===== config.mk =====
export PLATFORM = sky130hd
export DESIGN_NAME = softmax_unit
export DESIGN_NICKNAME = d
export VERILOG_FILES = /design/src/rtl/softmax_pkg.sv /design/src/rtl/softmax_exp.sv /design/src/rtl/softmax_unit.sv
export SDC_FILE = /design/constraint.sdc
export NUM_CORES = 1
export LEC_CHECK = 0
export CAP_MARGIN = 40
export CORE_ASPECT_RATIO = 0.7
export CORE_UTILIZATION = 23
export DETAILED_ROUTE_END_ITERATION = 10
export MAX_ROUTING_LAYER = met4
export SLEW_MARGIN = 20
export SYNTH_ARGS = -nofsm -noshare
export SYNTH_HDL_FRONTEND = slang
export SYNTH_HIERARCHICAL = 1
export SYNTH_SLANG_ARGS = --single-unit

===== constraint.sdc =====
create_clock -name clk -period 36.7 [get_ports clk]
set_input_delay 11.01 -clock clk [delete_from_list [all_inputs] [get_ports clk]]
set_output_delay 11.01 -clock clk [all_outputs]
set_load 0.02 [all_outputs]

===== src/rtl/softmax_pkg.sv =====
// Shared types and fixed-point constants for the softmax unit.
package softmax_pkg;

    typedef enum logic [2:0] {
        S_IDLE,
        S_MAX,
        S_EXP,
        S_DIV,
        S_DONE
    } state_e;

    // Constants are given scaled by 1e7 and rounded to the target fraction width.
    function automatic int fx_round(input longint val_e7, input int fp);
        return int'((val_e7 * (64'sd1 << fp) + 64'sd5000000) / 64'sd10000000);
    endfunction

    function automatic int log2e_q(input int fp);
        return fx_round(64'sd14426950, fp);
    endfunction

    function automatic int exp2_c1(input int fp);
        return fx_round(64'sd6565000, fp);
    endfunction

    function automatic int exp2_c2(input int fp);
        return fx_round(64'sd3435000, fp);
    endfunction

    function automatic int exp_w(input int fp);
        return fp + 1;
    endfunction

    function automatic int sum_w(input int fp, input int n);
        return fp + 1 + $clog2(n);
    endfunction

endpackage


===== src/rtl/softmax_exp.sv =====
// Combinational exp(d) for d <= 0: exp(d) = 2^(d*log2e), split into integer shift and a
// quadratic approximation of the fractional power.
module softmax_exp
    import softmax_pkg::*;
#(
    parameter int DATA_WIDTH = 16,
    parameter int FIXED_PNT  = 8
) (
    input  logic signed [DATA_WIDTH:0]  d_i,
    output logic        [FIXED_PNT:0]   e_o
);
    localparam int LOG2E = log2e_q(FIXED_PNT);
    localparam int C1    = exp2_c1(FIXED_PNT);
    localparam int C2    = exp2_c2(FIXED_PNT);
    localparam int PW    = DATA_WIDTH + FIXED_PNT + 4;
    localparam int MW    = 2 * FIXED_PNT + 4;

    logic signed [PW-1:0] d_ext, k_log2e, prod, t, n;
    logic        [MW-1:0] f, inner, poly;

    always_comb begin
        d_ext   = $signed({{(PW-DATA_WIDTH-1){d_i[DATA_WIDTH]}}, d_i});
        k_log2e = PW'(LOG2E);
        prod    = d_ext * k_log2e;
        t       = prod >>> FIXED_PNT;
        // floor(t) is -n; the low bits are the fraction f in [0,1)
        n       = -(t >>> FIXED_PNT);
        f       = MW'(t[FIXED_PNT-1:0]);
        inner   = MW'(C1) + ((MW'(C2) * f) >> FIXED_PNT);
        poly    = (MW'(1) << FIXED_PNT) + ((f * inner) >> FIXED_PNT);
        if (n > PW'(FIXED_PNT))
            e_o = '0;
        else
            e_o = (FIXED_PNT+1)'(poly >> n);
    end

endmodule


===== src/rtl/softmax_unit.sv =====
// Sequential fixed-point softmax: max search, exp with running sum, then restoring division
// of each exp term by the sum.
module softmax_unit
    import softmax_pkg::*;
#(
    parameter int VEC_SIZE   = 3,
    parameter int DATA_WIDTH = 16,
    parameter int FIXED_PNT  = 8
) (
    input  logic                                  clk,
    input  logic                                  rst_in,
    input  logic                                  enable,
    input  logic [VEC_SIZE-1:0][DATA_WIDTH-1:0]   vec_in,
    output logic                                  data_ready,
    output logic [VEC_SIZE-1:0][DATA_WIDTH-1:0]   vec_out
);
    localparam int EXP_W = exp_w(FIXED_PNT);
    localparam int SUM_W = sum_w(FIXED_PNT, VEC_SIZE);
    localparam int IDX_W = (VEC_SIZE > 1) ? $clog2(VEC_SIZE) : 1;
    localparam int BIT_W = $clog2(FIXED_PNT + 1);

    state_e                                state_q;
    logic [VEC_SIZE-1:0][DATA_WIDTH-1:0]   x_q;
    logic signed [DATA_WIDTH-1:0]          m_q;
    logic [VEC_SIZE-1:0][EXP_W-1:0]        e_q;
    logic [SUM_W-1:0]                      sum_q;
    logic [SUM_W:0]                        rem_q;
    logic [EXP_W-1:0]                      quo_q;
    logic [IDX_W-1:0]                      idx_q;
    logic [BIT_W-1:0]                      bit_q;
    logic                                  ready_q;
    logic [VEC_SIZE-1:0][DATA_WIDTH-1:0]   out_q;

    logic [DATA_WIDTH-1:0]                 x_sel;
    logic signed [DATA_WIDTH:0]            diff_d;
    logic [EXP_W-1:0]                      e_d;
    logic                                  ge_d, last_d;
    logic [SUM_W:0]                        rem_sub_d, rem_shift_d;
    logic [EXP_W-1:0]                      quo_d;

    always_comb begin
        x_sel       = x_q[idx_q];
        diff_d      = $signed({x_sel[DATA_WIDTH-1], x_sel}) - $signed({m_q[DATA_WIDTH-1], m_q});
        last_d      = (idx_q == IDX_W'(VEC_SIZE - 1));
        ge_d        = (rem_q >= (SUM_W+1)'(sum_q));
        rem_sub_d   = ge_d ? rem_q - (SUM_W+1)'(sum_q) : rem_q;
        rem_shift_d = rem_sub_d << 1;
        quo_d       = (quo_q << 1) | EXP_W'(ge_d);
    end

    softmax_exp #(
        .DATA_WIDTH (DATA_WIDTH),
        .FIXED_PNT  (FIXED_PNT)
    ) u_exp (
        .d_i (diff_d),
        .e_o (e_d)
    );

    always_ff @(posedge clk) begin
        if (rst_in) begin
            state_q <= S_IDLE;
            x_q     <= '0;
            m_q     <= '0;
            e_q     <= '0;
            sum_q   <= '0;
            rem_q   <= '0;
            quo_q   <= '0;
            idx_q   <= '0;
            bit_q   <= '0;
            ready_q <= 1'b0;
            out_q   <= '0;
        end else begin
            case (state_q)
                S_IDLE: if (enable) begin
                    x_q     <= vec_in;
                    m_q     <= {1'b1, {(DATA_WIDTH-1){1'b0}}};
                    sum_q   <= '0;
                    idx_q   <= '0;
                    state_q <= S_MAX;
                end
                S_MAX: begin
                    if ($signed(x_sel) > m_q)
                        m_q <= $signed(x_sel);
                    if (last_d) begin
                        idx_q   <= '0;
                        state_q <= S_EXP;
                    end else begin
                        idx_q <= idx_q + 1'b1;
                    end
                end
                S_EXP: begin
                    e_q[idx_q] <= e_d;
                    sum_q      <= sum_q + SUM_W'(e_d);
                    if (last_d) begin
                        idx_q   <= '0;
                        bit_q   <= '0;
                        rem_q   <= (SUM_W+1)'((VEC_SIZE == 1) ? e_d : e_q[0]);
                        state_q <= S_DIV;
                    end else begin
                        idx_q <= idx_q + 1'b1;
                    end
                end
                S_DIV: begin
                    quo_q <= quo_d;
                    rem_q <= rem_shift_d;
                    bit_q <= bit_q + 1'b1;
                    if (bit_q == BIT_W'(FIXED_PNT)) begin
                        out_q[idx_q] <= DATA_WIDTH'(quo_d);
                        bit_q        <= '0;
                        if (last_d) begin
                            state_q <= S_DONE;
                        end else begin
                            idx_q <= idx_q + 1'b1;
                            rem_q <= (SUM_W+1)'(e_q[idx_q + 1'b1]);
                        end
                    end
                end
                S_DONE: begin
                    // First DONE cycle raises the flag; it then drops on the first low enable.
                    if (!ready_q) begin
                        ready_q <= 1'b1;
                    end else if (!enable) begin
                        ready_q <= 1'b0;
                        state_q <= S_IDLE;
                    end
                end
                default: state_q <= S_IDLE;
            endcase
        end
    end

    assign data_ready = ready_q;
    assign vec_out    = out_q;

endmodule


# Word level (Yosys, flattened, before mapping)
# Index checks and enable logic that the tools add are counted.
[totals]
ff_bits = 180
out_inout_bits = 49
elab_cells = 104
[op_classes]
n_addsub = 8
n_mul = 3
order_cmp = 6
eq_ne = 15
shifts = 1
mux = 39
bitwise = 1
n_reduce_logical = 14
[op_table]
columns = ["cell", "n"]
rows = [
  ["16-bit 2-to-1 mux", 4],
  ["48-bit bitwise mux", 1],
  ["12-bit 2-to-1 mux", 3],
  ["16-bit binary-select mux with 2-bit select", 1],
  ["16-bit demux with 2-bit select", 1],
  ["16-bit one-hot mux with 2 select lines", 1],
  ["28-bit by 5-bit greater-than comparator with 1-bit output (second input constant)", 1],
  ["11-bit negator with 28-bit output", 1],
  ["13-bit by 28-bit right shift with 9-bit output", 1],
  ["27-bit bitwise mux", 1],
  ["17-bit by 10-bit multiplier with 27-bit output (second input constant)", 1],
  ["9-bit 2-to-1 mux", 3],
  ["12-bit one-hot mux with 2 select lines", 1],
  ["11-bit 2-to-1 mux", 2],
  ["11-bit one-hot mux with 2 select lines", 1],
  ["3-bit 2-to-1 mux", 7],
  ["8-bit by 20-bit multiplier with 20-bit output", 1],
  ["9-bit binary-select mux with 2-bit select", 1],
  ["9-bit demux with 2-bit select", 1],
  ["2-bit != test (second input constant)", 9],
  ["16-bit by 16-bit subtractor with 17-bit output", 1],
  ["16-bit greater-than comparator", 1],
  ["3-bit one-hot mux with 5 select lines", 1],
  ["9-bit by 12-bit adder with 13-bit output (first input constant)", 1],
  ["29 further kinds", 41],
]

# Depth between registers and ports, before layout
# Gate-level depths: netlist (run 1).
[logic_depth]
ltp_word = 12
depth_mapped = 72
depth_no_buf = 70

# Hierarchy
# Netlist (run 1), hierarchy kept.
[modules_own_cells]
columns = ["module", "instances", "cells_each", "area_each_um2", "seq_area_each_um2"]
rows = [
  ["softmax_unit", 1, 1155, 8846.0, 3183.1],
  ["softmax_exp", 1, 852, 6764.0, 0.0],
]

# Worst setup path after synthesis (run 1)
# OpenSTA, ideal clock, no wires.
[synth_path]
path_kind = "register -> register"
start = "register idx_q[0]"
end = "register sum_q[10]"
t_arrival_ps = 15450
t_required_ps = 36579
path_slack_ps = 21130
path_stages_with_launch = 71
path_buffers = 2
path_cell_list = "dfxtp_1 clkinv_1 nor2_1 clkbuf_1 nand2_1 o21ai_0 ha_1 o21ai_1 a21oi_1 o21a_1 nor2_1 xnor2_1 inv_1 fa_1 inv_1 ha_1 inv_1 fa_1 (+35 left out) nand2_1 a211o_1 o211ai_1 a21o_1 a41oi_1 o21bai_1 mux2i_1 nor2_1 o211ai_1 a221oi_1 ha_1 fa_1 a21o_1 a21oi_1 o21a_1 nor3_1 o311ai_0 mux2_2"
[synth_between]
elab_chain_cells = 12
elab_cells_between_ends = 14
[synth_lines]
columns = ["element", "line", "source"]
rows = [
  ["from (decl)", "softmax_unit.sv:29", "logic [IDX_W-1:0] idx_q;"],
  ["from (signal assigned)", "softmax_unit.sv:88", "idx_q <= idx_q + 1'b1;"],
  ["from (signal assigned)", "softmax_unit.sv:100", "idx_q <= idx_q + 1'b1;"],
  ["from (signal assigned)", "softmax_unit.sv:113", "idx_q <= idx_q + 1'b1;"],
  ["16-bit binary-select mux with 2-bit select (*)", "softmax_unit.sv:42", "x_sel = x_q[idx_q];"],
  ["16-bit 2-to-1 mux (not written as such) (*)", "softmax_unit.sv:42", ""],
  ["16-bit by 16-bit subtractor with 17-bit output (*)", "softmax_unit.sv:43", "diff_d = $signed({x_sel[DATA_WIDTH-1], x_sel}) - $signed({m_q[DATA_WIDTH-1], m_q});"],
  ["via diff_d[5]", "softmax_unit.sv:35", "logic signed [DATA_WIDTH:0] diff_d;"],
  ["17-bit by 10-bit multiplier with 27-bit output (*)", "softmax_exp.sv:24", "prod = d_ext * k_log2e;"],
  ["4-bit by 8-bit multiplier with 12-bit output", "softmax_exp.sv:29", "inner = MW'(C1) + ((MW'(C2) * f) >> FIXED_PNT);"],
  ["8-bit by 7-bit adder with 9-bit output", "softmax_exp.sv:29", ""],
  ["8-bit by 20-bit multiplier with 20-bit output", "softmax_exp.sv:30", "poly = (MW'(1) << FIXED_PNT) + ((f * inner) >> FIXED_PNT);"],
  ["9-bit by 12-bit adder with 13-bit output", "softmax_exp.sv:30", ""],
  ["13-bit by 28-bit right shift with 9-bit output", "softmax_exp.sv:34", "e_o = (FIXED_PNT+1)'(poly >> n);"],
  ["9-bit 2-to-1 mux (*)", "softmax_exp.sv:31", "if (n > PW'(FIXED_PNT))"],
  ["via e_d[0]", "softmax_unit.sv:36", "logic [EXP_W-1:0] e_d;"],
  ["11-bit by 9-bit adder with 11-bit output (*)", "softmax_unit.sv:93", "sum_q <= sum_q + SUM_W'(e_d);"],
  ["11-bit one-hot mux with 2 select lines (*)", "softmax_unit.sv:73", "case (state_q)"],
  ["to (signal assigned)", "softmax_unit.sv:93", ""],
  ["to (decl)", "softmax_unit.sv:26", "logic [SUM_W-1:0] sum_q;"],
]
# Mark *: on every way through the listed nets, which the timed path passes. The rest lies on a longest branch. The select of a mux whose other input is x is not followed.
# A chain may end at the register's enable or synchronous reset.

# Worst setup path in the final report (run 1)
# Same ends and word-level chain as after synthesis.

==> flow_metrics.tcl, run 1 <==
set metrics [dict create \
    dr.pass1.iters 5 \
    synth_common_cells "nand2_1 (326), inv_1 (246), a21oi_1 (201)" \
    rr_worst_depth 63 \
    hold_buffers 0 \
    crit_arrival_ns 17.95 \
    grt_first_pass_wirelength_um 64700 \
    async_flop_share 0 \
    worstPathMaxFanout 20 \
    ios 100 \
    grt_pass1_vias 12300 \
    drv_slew 0 \
    port_buffers 78 \
    vias 13400 \
    place_congestion 0.869 \
    cp_top_family "adder cells" \
    antenna_found_initial 0 \
    synth_cells 2007 \
    cts.sinks 159 \
    clk_latency_ns 0.44 \
    place_area_um2 17300 \
    hp-class "reg2reg" \
    yosys_warnings 6 \
    cts-root-buf "clkbuf_16" \
    setup_viol 0 \
    die_area_um2 68900 \
    cts_resized 0 \
    start_util 0.234 \
    synthMuxAreaShare 0.0429 \
    fill_cells 7260 \
    drt_wl_total_um 39000 \
    post-cts-setup-buffer-count 0 \
    ys_seq_elements 159 \
    first_iter_violations 1060 \
    drc_errors 0 \
    fin_crit_sh 0.480 \
    synth_edf_count 0 \
    ys_types 90 \
    max-cap-violations 0 \
    rows 79 \
    diodes 0 \
    startpoint "idx_q[0]" \
    cp-start-kind "flop" \
    setup_tns_ns 0 \
    min-delay-start "vec_out[24]" \
    cpPeakStageDelay_ns 0.54 \
    finalCriticalPeriod_ns 17.63 \
    critical_path.slowest_cell "xnor2_1" \
    whs_path_depth 2 \
    wire_per_inst_um 13.2 \
    grt_start_max_net_pins 52 \
    slew_headroom 0.434 \
    fin_nets 2356 \
    core_area_um2 66800 \
    grt_usage 0.117 \
    cts_htree_levels 4 \
    worst_slew_pin_slew_ns 0.843 \
    yosysTopAreaCellShare 0.204 \
    antenna_left 0 \
    die_h_um 220 \
    synth_top_family_by_area "adder cells" \
    grt-ovfl-total 0 \
    critical_path_depth 63 \
    synth_compound_area_frac 0.177 \
    rsz0062_at_grt "no" \
    cts_buffers 17 \
    synth-simple-area-share 0.200 \
    ys_top_cells_by_area "dfxtp_1 (20%), ha_1 (13%), fa_1 (12%)" \
    final_hold_viol_count 0 \
    post-dp-hpwl_um 30800 \
    synth_adder_area_share 0.252 \
    synth_largest_area_cell "dfxtp_1" \
    clock.fmax_ghz 0.0567 \
    drive_gt1_frac 0.0510 \
    yosysMostFrequentCell "nand2_1" \
    synth_xor_area_frac 0.0313 \
    worstReg2RegStart "idx_q[0]" \
    required_ns 37.03 \
    seq_area_frac_synth 0.204 \
    syn2layout_area_growth_pct 14.7 \
    path_class "reg2reg" \
    finalInstanceArea_um2 17900 \
    path_buf_inv 13 \
    synth_area_per_cell_um2 7.78 \
    cts_tree "built" \
    synth_ff_type "dfxtp_1" \
    die_w_um 313 \
    status "complete, no violations" \
    fin_skew_ns 0.0126 \
    clock_path_buffers 2 \
    via_per_inst 4.54 \
    cp-end-kind "flop" \
    clk_pin_slew_ns 0.07 \
    syn_area_um2 15600 \
]
-- through the flow --
stage	std cells	worst slack, ns	hold slack (ns)	utilization
5_1_grt	2951	17.67	0.469	0.268
6_report	2951	19.07	0.453	0.268
4_1_cts	2948	18.60	0.455	0.267
2_1_floorplan	2027	21.13	0.427	-
3_5_place_dp	2916	18.67	0.447	0.258
3_3_place_gp	2908	18.92	0.442	0.257
-- final timing paths --
kind | slack [ns] | end
hold / removal | 0.45 | vec_out[24]
setup / recovery | 19.07 | sum_q[10]
hold reg to reg | 0.45 | vec_out[24]
setup reg to reg | 19.07 | sum_q[10]
-- placed cells by master (no fill, tap or decap), types with 19 or more instances in the layout --
cell type | synthesis | layout
a21o_1 | 19 | 19
a21oi_1 | 201 | 201
buf_4 | 23 | 22
clkdlybuf4s50_1 | 0 | 77
conb_1 | 1 | 21
dfxtp_1 | 159 | 159
fa_1 | 95 | 95
ha_1 | 163 | 163
inv_1 | 246 | 246
mux2i_1 | 59 | 59
nand2_1 | 326 | 326
nand2b_1 | 23 | 23
nand3_1 | 47 | 47
nor2_1 | 149 | 147
nor2b_1 | 19 | 19
nor3_1 | 37 | 37
o21ai_0 | 42 | 42
xnor2_1 | 38 | 38
-- cells by family (layout without fill, tap and decap cells) --
| kind of cell | after synthesis | after routing |
|---|---|---|
| multiplexers | 65 | 65 |
| adder cells (fa/ha/maj) | 258 | 258 |
| buffers and inverters | 352 | 385 |
| AO/OA/AOI/OAI | 428 | 428 |
| other | 1 | 21 |
| XOR/XNOR | 55 | 55 |
| flip-flops | 159 | 159 |
| AND/OR/NAND/NOR | 689 | 689 |
-- registers in the layout, indices dropped and copies added (netlist names) --
signal and flops:
x_q 48, e_q 27, vec_out 27, m_q 16
rem_q 12, sum_q 11, quo_q 8, bit_q 4
state_q 3, idx_q 2, data_ready 1
-- cell type report --
type	count	area, µm²	share of cell area
clock buffers	18	439	0.0245
flip-flops and latches	159	3180	0.178
multi-input cells	1516	11100	0.618
clock inverters	14	183	0.0102
well taps	891	1110	0.0622
repair buffers	105	995	0.0555
inverters	248	931	0.0520
-- layer usage --
metal	global-route usage	wire [µm]	vias up
met1	0.184	21700	6303
met2	0.153	15100	263
met4	0.0135	209	0
li1	-	-	6817
met5	-	0	-
met3	0.0210	1870	23
-- worst reg2reg max path, delay by kind of cell, from the launching register on --
| kind | cells | cell delay, ns |
|---|---|---|
| adders and majority gates | 17 | 7.25 |
| AOI/OAI and AO/OA | 15 | 3.75 |
| and+or+nand+nor | 12 | 2.06 |
| buffers and inverters | 13 | 1.71 |
| xor gates and xnor gates | 4 | 1.32 |
| muxes | 2 | 0.91 |
| DFF | 1 | 0.51 |
Power of run 1 is not shown: default switching activity piles up to over one toggle a cycle in this logic, so the estimate is an artifact.
==> run 2: changes to the inputs <==
==> constraint.sdc (replaced) <==
create_clock -name clk -period 14.36 [get_ports clk]
set_input_delay 4.308 -clock clk [delete_from_list [all_inputs] [get_ports clk]]
set_output_delay 4.308 -clock clk [all_outputs]
set_load 0.02 [all_outputs]
==> run 2 against run 1 <==
Cell area rose by 13%. Hold slack barely moved. Maximum frequency rose by 26%. Setup slack got worse by 19 ns. First-iteration DRC count fell by 12%. Die area did not move.
==> flow_metrics.tcl, run 2 (synthesized netlist as in run 1, its figures left out) <==
set metrics [dict create \
    status "complete, no violations" \
    fill_cells 7089 \
    path_class "reg2reg" \
    die_area_um2 68900 \
    post-dp-hpwl_um 32000 \
    final_cell_mix "nand2_1 (324), inv_1 (224), buf_4 (191), a21oi_1 (184), dfxtp_1 (157)" \
    worst_slew_pin_slew_ns 0.846 \
    hold_ws_ns 0.453 \
    cts.sinks 159 \
    largest_reg_flops 48 \
    hold_buffers 0 \
    grt_first_pass_wirelength_um 67300 \
    cts-root-buf "clkbuf_16" \
    fin_skew_ns 0.0205 \
    dr.pass1.iters 5 \
    fin_crit_sh 0.974 \
    grt_usage 0.121 \
    drive_gt1_frac 0.190 \
    clock.fmax_ghz 0.0715 \
    ios 100 \
    cp-end-kind "flop" \
    final_hold_viol_count 0 \
    drc_errors 0 \
    route.met2.wl_um 16600 \
    rsz0062_at_grt "yes" \
    antenna_left 0 \
    cpPeakStageDelay_ns 0.54 \
    die_w_um 313 \
    finalCriticalPeriod_ns 13.98 \
    wl_met1_um 22800 \
    reg2reg_slack_ns 0.38 \
    final_cells 3131 \
    required_ns 14.70 \
    via_per_inst 4.51 \
    place_congestion 0.871 \
    clk_pin_slew_ns 0.08 \
    grt_pass1_vias 13000 \
    diodes 0 \
    grt-ovfl-total 0 \
    clk_latency_ns 0.45 \
    place_area_um2 18400 \
    critPathMostFrequentCell "fa_1" \
    start_util 0.234 \
    worstPathMaxFanout 7 \
    vias 14100 \
    first_iter_violations 936 \
    drv_slew 0 \
    cts_htree_levels 4 \
    core_area_um2 66800 \
    drt_wl_total_um 41600 \
    dp.cells 3049 \
    cts_tree "built" \
    regMostFlops "x_q" \
    antenna_found_initial 0 \
    setup_viol 0 \
    finalInstanceArea_um2 20200 \
    wl_met3_um 1980 \
    clock_path_buffers 2 \
    slew_headroom 0.432 \
    grt_start_max_net_pins 54 \
    port_buffers 78 \
    syn2layout_area_growth_pct 29.6 \
    hp-class "reg2reg" \
    rows 79 \
    wire_per_inst_um 13.3 \
    critical_path.slowest_cell "fa_1" \
    crit_arrival_ns 14.32 \
    top_layer "met4" \
    fin_nets 2536 \
    die_h_um 220 \
    cts_buffers 17 \
    layout_commonest_cell "nand2_1" \
    cp-start-kind "flop" \
    max-cap-violations 0 \
]
==> run 2: worst paths after layout <==
| check | from | endpoint | cells past startpoint |
|---|---|---|---|
| max | idx_q[1] | sum_q[10] | 66 |
| min | vec_out[20] | vec_out[20] | 2 |
| max reg2reg | idx_q[1] | sum_q[10] | 66 |
| min reg2reg | vec_out[20] | vec_out[20] | 2 |
==> run 2: timing repair <==
item,4_1_cts,5_1_grt
cloned,0,1
endpoints found under the setup margin,4,10
resized for setup,29,134
pin swaps,27,112
setup buffers,13,35
hold endpoints to repair,0,0
==> run 2: per-stage QoR <==
stage                     setup WS (ns)  TNS, ns   util
after global placement           0.0419        0  0.275
after global routing             -0.158   -0.422  0.303
after floorplan                0.000982        0      -
final                             0.380        0  0.303
after detailed placement         -0.195   -0.286  0.276
after CTS                      0.000497        0  0.288
==> run 2: layout make-up <==
cell class,instances,area (µm²),share of cell area
Clock buffer,17,425,0.0210
Tap cell,891,1110,0.0551
Sequential cell,159,3190,0.158
Clock inverter,15,149,0.00736
Inverter,248,936,0.0463
Multi-Input combinational cell,1516,12000,0.592
Timing Repair Buffer,285,2430,0.120
==> run 2: worst max-delay path, delay by kind of cell, from the launching register on <==
kind,cells,cell delay [ns]
mux,3,0.84
buf+inv,12,1.08
simple gates,12,1.29
fa+ha+maj,18,6.64
xor+xnor,2,0.33
compound gates,19,3.30
flops,1,0.37
==> run 2: metal layers <==
| layer | up-vias | global-route usage |
|---|---|---|
| met2 | 271 | 0.159 |
| met5 | - | - |
| li1 | 7174 | - |
| met1 | 6672 | 0.191 |
| met3 | 18 | 0.0216 |
| met4 | 0 | 0.0137 |
Power of run 2 is left out for the same reason.
==> variant (config.mk and constraints of run 2) <==
`DATA_WIDTH` is set to 16 in 2 places; all go to 14.
--- a/src/rtl/softmax_exp.sv
+++ b/src/rtl/softmax_exp.sv
@@ -5,3 +5,3 @@
 #(
-    parameter int DATA_WIDTH = 16,
+    parameter int DATA_WIDTH = 14,
     parameter int FIXED_PNT  = 8
--- a/src/rtl/softmax_unit.sv
+++ b/src/rtl/softmax_unit.sv
@@ -6,3 +6,3 @@
     parameter int VEC_SIZE   = 3,
-    parameter int DATA_WIDTH = 16,
+    parameter int DATA_WIDTH = 14,
     parameter int FIXED_PNT  = 8
Interface: changed (resized vec_in and vec_out); port bits go from 100 to 88. The function was not compared with the original's and may differ.
==> variant against run 2 <==
  * Worst setup slack got worse by 0.15 ns
  * First-iteration DRC count decreased by 12%
  * Wire length decreased by 6.1%
  * Core utilization increased by 0.41 points
  * Area after synthesis decreased by 6.4%
  * Count of clock-buffer cells in the layout increased by 2
  * Design area decreased by 5.7%
  * Sequential cell count decreased by 8
  * Critical endpoint is now sum_q[7]$_SDFFE_PP0P_
  * Largest cell class unchanged
Power is not shown: default switching activity piles up to over one toggle a cycle in this logic, so the estimate is an artifact.
==> variant: results (changes against run 2) <==
* Worst skew pair latency: 0.43 ns (was 0.45 ns)
- Dominant cells by area after synthesis: sky130_fd_sc_hd__dfxtp_1, sky130_fd_sc_hd__ha_1, sky130_fd_sc_hd__fa_1 (unchanged)
- Fillers: 6648 (was 7089)
- Final nets: 2325 (was 2536)
- The total global routing track utilization is 12.2% (was 12.1%).
- Inst Count DP: 2803 (was 3049)
- Initial Utilization: 23.5% (was 23.4%)
* Reg clk slew, reported paths: 0.06 ns (was 0.08 ns)
- The maximum number of pins on one net before global-route repair came to 85 (was 54).
- Fin cells: 2868 (was 3131)
- Fraction of final layout cells sized beyond drive strength 1: 19.7% (was 19.0%)
* Count of different cell masters after synthesis: 98 (was 90)
- Final weighted congestion of routability-driven global placement: 0.843 (was 0.871)
* Vias in the first global route: 12100 (was 13000)
* Slew at the pin with the worst max-slew slack: 0.975 ns (was 0.846 ns)
- The biggest cell delay along the critical path came to 0.56 ns (was 0.54 ns).
- The placed standard-cell area is 17400 µm² (was 18400 µm²).
- The count of mapped cells out of synthesis was 1824 (was 2007).
- Outcome: complete, no violations (unchanged).
* Skew final: 0.0116 ns (was 0.0205 ns)
- Post-detailed-routing wire length: 39000 µm (was 41600 µm)
- Vias per cell: 4.59 (was 4.51)
- Post-detail-place hpwl: 30200 µm (was 32000 µm)
- Critical Path Fanout Max: 5 (was 7)
- The wire length of the first global-routing pass was 62300 µm (was 67300 µm).
* Register-to-register setup slack: 0.24 ns (was 0.38 ns)
- Worst Setup EP: sum_q[7]$_SDFFE_PP0P_ (was sum_q[10]$_SDFFE_PP0P_)
## variant: cell types whose count changed after synthesis, sizes merged, moves of 10 or more
cell,change
nand2,-52
xnor2,-10
inv,-21
a21oi,-32
nor2,-33
clkbuf,-12
a211oi,+10
## variant: worst min-delay path by stage
stage                             start                       end  slack (ns)  cells after the start
2_1_floorplan      e_q[13]$_SDFFE_PP0P_      e_q[13]$_SDFFE_PP0P_        0.43                      2
3_3_place_gp       x_q[35]$_SDFFE_PP0P_      x_q[35]$_SDFFE_PP0P_        0.44                      2
3_5_place_dp   vec_out[35]$_SDFFE_PP0P_  vec_out[35]$_SDFFE_PP0P_        0.45                      2
4_1_cts            x_q[38]$_SDFFE_PP0P_      x_q[38]$_SDFFE_PP0P_        0.46                      2
5_1_grt        vec_out[20]$_SDFFE_PP0P_  vec_out[20]$_SDFFE_PP0P_        0.47                      2
6_report       vec_out[35]$_SDFFE_PP0P_  vec_out[35]$_SDFFE_PP0P_        0.45                      2
## variant: cell type report
class	instances	area (µm²)	area share (%)
Tap cell	819	1020	5.37
Clock inverter	13	169	0.885
Inverter	226	848	4.45
Timing Repair Buffer	267	2260	11.9
Clock buffer	19	443	2.32
Sequential cell	151	3030	15.9
Multi-Input combinational cell	1373	11300	59.2
## variant: routing by layer
metal,global-route usage (%),wire [µm],up-vias
li1,-,-,6620
met1,19.0,21200,6291
met5,-,0,-
met3,2.07,1730,24
met2,16.1,15800,228
met4,1.63,293,0
## variant: repair_timing
item / in CTS / in global routing
endpoints found under the hold margin: 0 / 0
setup endpoints to repair: 8 / 10
pin swaps: 13 / 112
cloned: 0 / 0
gates resized for setup: 15 / 133
hold buffers: 0 / 0
setup buffers: 6 / 25
## variant: worst register-to-register path: cells and delay by family (launching register included)
| family | cells | cell delay, ns |
|---|---|---|
| adder cells (fa/ha/maj) | 18 | 6.70 |
| AO/OA/AOI/OAI | 18 | 3.68 |
| buffers and inverters | 14 | 1.04 |
| XOR/XNOR | 6 | 1.00 |
| AND/OR/NAND/NOR | 7 | 0.73 |
| multiplexers | 2 | 0.47 |
| flip-flops | 1 | 0.38 |
## variant: cell families (layout without fill, tap and decap cells)
kind of cell	after synthesis	after routing	share of synthesized area [%]
adders and majority gates	244	244	25.5
DFF	151	151	20.7
AOI/OAI and AO/OA	405	405	18.7
muxes	61	61	4.31
xor gates and xnor gates	50	50	3.00
buffers and inverters	314	525	8.79
other	1	15	0.0257
and+or+nand+nor	598	598	19.1
## variant: per-stage QoR
stage | util, % | setup WS [ns]
6_report | 30.7 | 0.235
5_1_grt | 30.7 | -0.411
4_1_cts | 29.2 | -0.000620
3_5_place_dp | 28.0 | -0.264
3_3_place_gp | 28.0 | -0.0907
2_1_floorplan | - | 0.0173
